`src/rtl/alu_issue_ctrl.sv`:
```
// Issue/writeback control stage wrapped around the external 16-bit flag-producing ALU.
// Owns an 8-entry register file, sequences IDLE -> EXEC -> WB, and maintains the architectural flags.
module alu_issue_ctrl #(
    parameter int NREG = 8,
    parameter int DW   = 16
) (
    input  logic          clk,
    input  logic          rst,
    input  logic          instr_valid,
    output logic          instr_ready,
    input  logic [11:0]   instr,
    input  logic          ld_valid,
    output logic          ld_ready,
    input  logic [2:0]    ld_addr,
    input  logic [DW-1:0] ld_data,
    output logic [DW-1:0] alu_a,
    output logic [DW-1:0] alu_b,
    output logic [2:0]    alu_op,
    input  logic [DW-1:0] alu_out,
    input  logic          alu_sign,
    input  logic          alu_zero,
    input  logic          alu_parity,
    input  logic          alu_ovf,
    output logic          done,
    output logic [DW-1:0] result,
    output logic          flag_s,
    output logic          flag_z,
    output logic          flag_p,
    output logic          flag_v,
    output logic          ovf_sticky,
    input  logic          clr_sticky
);

    typedef enum logic [1:0] {
        IDLE = 2'd0,
        EXEC = 2'd1,
        WB   = 2'd2
    } state_t;

    state_t        state;
    logic          rdy;
    logic [2:0]    rd_q;
    logic [DW-1:0] rf [NREG];

    logic [2:0] i_op, i_rd, i_rs1, i_rs2;
    assign i_op  = instr[11:9];
    assign i_rd  = instr[8:6];
    assign i_rs1 = instr[5:3];
    assign i_rs2 = instr[2:0];

    assign instr_ready = rdy;
    assign ld_ready    = rdy;

    // Operands are latched at the accept edge; a load landing on that same edge is forwarded so
    // the accepted instruction sees the freshly loaded value. The ALU result is captured at the
    // end of EXEC straight into result/flags/rf, which are what the WB cycle presents.
    always_ff @(posedge clk) begin
        if (rst) begin
            state  <= IDLE;
            rdy    <= 1'b0;
            rd_q   <= '0;
            alu_a  <= '0;
            alu_b  <= '0;
            alu_op <= '0;
            done   <= 1'b0;
            result <= '0;
            flag_s <= 1'b0;
            flag_z <= 1'b0;
            flag_p <= 1'b0;
            flag_v <= 1'b0;
            for (int i = 0; i < NREG; i++) begin
                rf[i] <= '0;
            end
        end else begin
            done <= 1'b0;
            case (state)
                IDLE: begin
                    if (rdy) begin
                        if (ld_valid) begin
                            rf[ld_addr] <= ld_data;
                        end
                        if (instr_valid) begin
                            alu_a  <= (ld_valid && ld_addr == i_rs1) ? ld_data : rf[i_rs1];
                            alu_b  <= (ld_valid && ld_addr == i_rs2) ? ld_data : rf[i_rs2];
                            alu_op <= i_op;
                            rd_q   <= i_rd;
                            rdy    <= 1'b0;
                            state  <= EXEC;
                        end
                    end else begin
                        rdy <= 1'b1;
                    end
                end
                EXEC: begin
                    // Sign is meaningless for logic/shift ops; overflow only exists for ADD.
                    rf[rd_q] <= alu_out;
                    result   <= alu_out;
                    flag_z   <= alu_zero;
                    flag_p   <= alu_parity;
                    flag_s   <= (alu_op[2:1] == 2'b00) ? alu_sign : 1'b0;
                    flag_v   <= (alu_op == 3'b000) ? alu_ovf : 1'b0;
                    done     <= 1'b1;
                    state    <= WB;
                end
                WB: begin
                    rdy   <= 1'b1;
                    state <= IDLE;
                end
                default: begin
                    rdy   <= 1'b0;
                    state <= IDLE;
                end
            endcase
        end
    end

    // Sticky set is taken on the edge closing WB so that a clear in that same cycle loses.
    always_ff @(posedge clk) begin
        if (rst) begin
            ovf_sticky <= 1'b0;
        end else if (state == WB && flag_v) begin
            ovf_sticky <= 1'b1;
        end else if (clr_sticky) begin
            ovf_sticky <= 1'b0;
        end
    end

endmodule

```
`config.mk`:
```
export PLATFORM = sky130hd
export DESIGN_NAME = alu_issue_ctrl
export DESIGN_NICKNAME = d
export VERILOG_FILES = /design/src/rtl/alu_issue_ctrl.sv
export SDC_FILE = /design/constraint.sdc
export NUM_CORES = 1
export LEC_CHECK = 0
export ABC_AREA = 1
export BUFFER_PORTS_ARGS = -buffer_cell sky130_fd_sc_hd__buf_2
export CAP_MARGIN = 30
export CORE_UTILIZATION = 40
export CTS_BUF_LIST = sky130_fd_sc_hd__clkbuf_4 sky130_fd_sc_hd__clkbuf_8
export DETAILED_ROUTE_END_ITERATION = 12
export PLACE_DENSITY = 0.61
export SLEW_MARGIN = 20
export SYNTH_ARGS = -nofsm -noshare
export SYNTH_HDL_FRONTEND = slang
export SYNTH_SLANG_ARGS = --single-unit
```
`constraint.sdc`:
```
create_clock -name clk -period 3.25 [get_ports clk]
set_clock_uncertainty 0.2 [all_clocks]
set_input_delay 0.1625 -clock clk [delete_from_list [all_inputs] [get_ports clk]]
set_output_delay 0.1625 -clock clk [all_outputs]
set_load 0.005 [all_outputs]
```
==> results.md <==
- Core ar.: approximately 24,000 um^2
- Detailed-router iteration count before antenna repair: 6
- Slew Viols, Final: 0
- Critical Path Source Type: flip-flop
- Initial antenna violation count: 0
- CTS clk-pin slew, worst paths: around 110 ps
- Share of power burned in the clock network: 0.311
- Antenna diodes: 0
- Logic pwr share: 0.149
- # rows: between 50 and 60
- Yosys reg bits: between 150 and 200
- RR Endpoint: rf[0][7]
- Worst r2r src: state[0]
- Register-to-register setup slack: ~680 ps
- Setup TNS: 0 ps
- Die X: 158 um
- P&R area growth vs syn: 16.5%
- Setup Fix Bufs, Post-CTS: 0
- Switching power: 1.54 mW
- Die Span Y: 158 um
- Synth Instances: 1,218
- WL/cell: 19.6 um
- Fill count: ~2.2k
- Peak supply drop: 0.296 mV
- R2R depth: 9
- H-tree Lvls: 4
- Syn_area_per_cell: 8.03 um^2
- Vias in the first global route: 8,353
- CTS Sinks: between 150 and 200
- Ys Warns: 0
- Pwr/cell area: 448 nW/um^2
- Crit path required time: between 3000 and 4000 ps
- Worst path max stage delay: 520 ps
- Internal power: 3.56 mW
- Mapped Nets: 1,274
- Slew HR: 0.579
- Worst EP arrival: roughly 2600 ps
- Boundary pin count: 115
- Largest net degree at the start of global routing: 83
- Synth Cell Area: 9780 um^2
- Final #Nets: 1,394
- Critical Path Sink Type: flip-flop
- Seq/Total Area, Yosys: 0.522
- Vias post-DR: ~9k
- Reg power frac: 0.540
- Critical path, cell by cell: nand2_4, nor2_8, nand2_2, nand2_1, inv_2, nor2_2, nand2_2, nand2_1, buf_4
- Path type of the worst setup path: flip-flop to flip-flop
- Clock buffer depth: 2
- Drt total wl: 32,700 um
- Hold WS: 57.2 ps
- Post-DP HPWL: 20,800 um
- CTS tree: done
- Unique cell type count in the Yosys netlist: 26
- Worst Hold Depth: 5
- IO buf count: 114
- Final ANT Viol Nets: 0
- Initial Util: 0.412
- First-pass GRT wire length: 48,700 um
- CP max stage cell: dfxtp_1
- Sw Ratio: 0.301
- DRC errors left: 0
- MaxCap Viol Count: 0
- Final core utilization: 0.479
- CP Max Fanout: 22
- Hold EP: rf[0][5]
- Worst skew pair latency: ~480 ps
- Hold Fails Final Rpt: 0
- Fin crit period: between 2000 and 3000 ps
- Status: finished clean
- Fin crit share: 0.791
- Leakage: roughly 5 nW
- Die Area: roughly 25,000 um^2
- DR vias/cell: 5.44
- Root buf cell: clkbuf_8
- Hold WC Path Type: input pin to flip-flop
- Overflow after GRT: 0
- Initial DRC count: 1,171
- Placer Congestion: 0.858
- CTS buffer count: 17
- Hold Crit Start: ld_data[5]
- Fraction of layout cells with a size suffix above 1: 0.167
- Least-Margin Pin Slew: 625 ps
- Peak Freq: about 0.39 GHz
- RSZ-0062 raised after global routing: no
- Total Routing Usage GR: 0.265
- Final count of negative-setup-slack endpoints: 0
-- power groups by stage --
stage	clock network (mW)	registers [mW]	logic [mW]
after floorplan	0	2.79	0.434
after global placement	0	2.80	0.713
after detailed placement	0	2.80	0.719
after CTS	1.60	2.75	0.749
after global routing	1.69	2.76	0.832
final	1.58	2.75	0.762
-- synthesized netlist by cell type --
| master | count | area (um^2) |
|---|---|---|
| nand2_4 | 4 | 45.0 |
| nand3_1 | 132 | 661 |
| o21ai_0 | 158 | 791 |
| nor2_1 | 216 | 811 |
| a22o_1 | 1 | 8.76 |
| edfxtp_1 | 128 | 3840 |
| clkbuf_1 | 46 | 173 |
| buf_2 | 18 | 90.1 |
| buf_1 | 5 | 18.8 |
| nor2_4 | 4 | 45.0 |
| o211ai_1 | 46 | 345 |
| nor2_8 | 3 | 60.1 |
| a21oi_2 | 2 | 17.5 |
| inv_1 | 67 | 251 |
| nand2_1 | 245 | 920 |
| a21oi_1 | 14 | 70.1 |
| nand4_1 | 2 | 12.5 |
| o21ai_1 | 11 | 55.1 |
| nand3_2 | 1 | 10.0 |
| inv_2 | 14 | 52.6 |
| clkinv_1 | 10 | 37.5 |
| nand2_2 | 14 | 87.6 |
| buf_6 | 3 | 33.8 |
| dfxtp_1 | 63 | 1260 |
| buf_4 | 8 | 60.1 |
| nor2_2 | 3 | 18.8 |
-- metrics by stage --
stage	total power, mW	setup slack [ps]	area (um^2)	std cells
3_5_place_dp	3.52	705	10700	1605
4_1_cts	5.10	680	11400	1670
3_3_place_gp	3.52	781	10700	1605
5_1_grt	5.28	548	11400	1670
2_1_floorplan	3.22	951	9780	1218
6_report	5.10	680	11400	1670
-- registers in the layout, summed over array words and instances (netlist names) --
register and count:
done 1, flag_p 1, alu_op 3, flag_z 1, flag_s 1, ovf_sticky 1, flag_v 1, rd_q 3
result 16, rf 128, alu_a 16, state 2, instr_ready 1, alu_b 16
-- per-layer routing --
metal | wire [um] | track usage | vias to the layer above
met3 | 2930 | 0.0640 | 50
met2 | 15000 | 0.428 | 448
met5 | 0 | 0 | -
li1 | - | - | 4297
met1 | 13900 | 0.349 | 4289
met4 | 846 | 0.0852 | 0
-- cells by family after synthesis --
family | after synthesis | synth area share
buf+inv | 171 | 0.0733
compound gates | 232 | 0.132
flops | 191 | 0.522
simple gates | 624 | 0.273
-- repair_timing --
item                                   in CTS  in global routing
endpoints found under the hold margin      30                  0
setup endpoints to repair                   0                  0
hold buffers                               33                  0
resized for setup                           0                  0
-- how the worst max path moves through the flow --
stage / start / endpoint / slack (ps)
global placement: state[0] / rf[2][13] / 780
floorplan: state[0] / rf[4][0] / 950
CTS: state[0] / rf[0][7] / 680
global route: state[0] / rf[2][14] / 550
detailed placement: state[0] / rf[0][1] / 710
finish: state[0] / rf[0][7] / 680
-- cell usage in the layout (no fill, tap or decap), types with 3 or more instances in the layout --
| cell | Yosys | layout |
|---|---|---|
| nor2_2 | 3 | 5 |
| o211ai_1 | 46 | 46 |
| dfxtp_1 | 63 | 63 |
| nor2_1 | 216 | 214 |
| buf_12 | 0 | 3 |
| inv_2 | 14 | 14 |
| inv_1 | 67 | 67 |
| clkinv_1 | 10 | 11 |
| nand2_2 | 14 | 14 |
| clkinv_4 | 0 | 3 |
| nor2_8 | 3 | 3 |
| buf_4 | 8 | 31 |
| nand3_1 | 132 | 132 |
| nand2_1 | 245 | 245 |
| edfxtp_1 | 128 | 128 |
| o21ai_0 | 158 | 158 |
| dlygate4sd3_1 | 0 | 33 |
| buf_2 | 18 | 114 |
| nor2_4 | 4 | 4 |
| inv_6 | 0 | 5 |
| o21ai_1 | 11 | 11 |
| nand2_4 | 4 | 4 |
| a21oi_1 | 14 | 14 |
| clkbuf_8 | 0 | 17 |
-- layout make-up --
cell class | instances | area [um^2] | share of cell area
Clock buffer | 17 | 234 | 0.0205
Clock inverter | 15 | 153 | 0.0134
Inverter | 91 | 342 | 0.0300
Multi-Input combinational cell | 856 | 3960 | 0.348
Sequential cell | 191 | 5100 | 0.448
Tap cell | 319 | 399 | 0.0350
Timing Repair Buffer | 181 | 1190 | 0.105
-- critical path, delay by kind of cell (launching register included) --
kind	cells	cell delay, ps
flip-flops	1	520
AND/OR/NAND/NOR	7	1220
buffers and inverters	2	330
No activity file was read; power rests on OpenSTA's default activity.
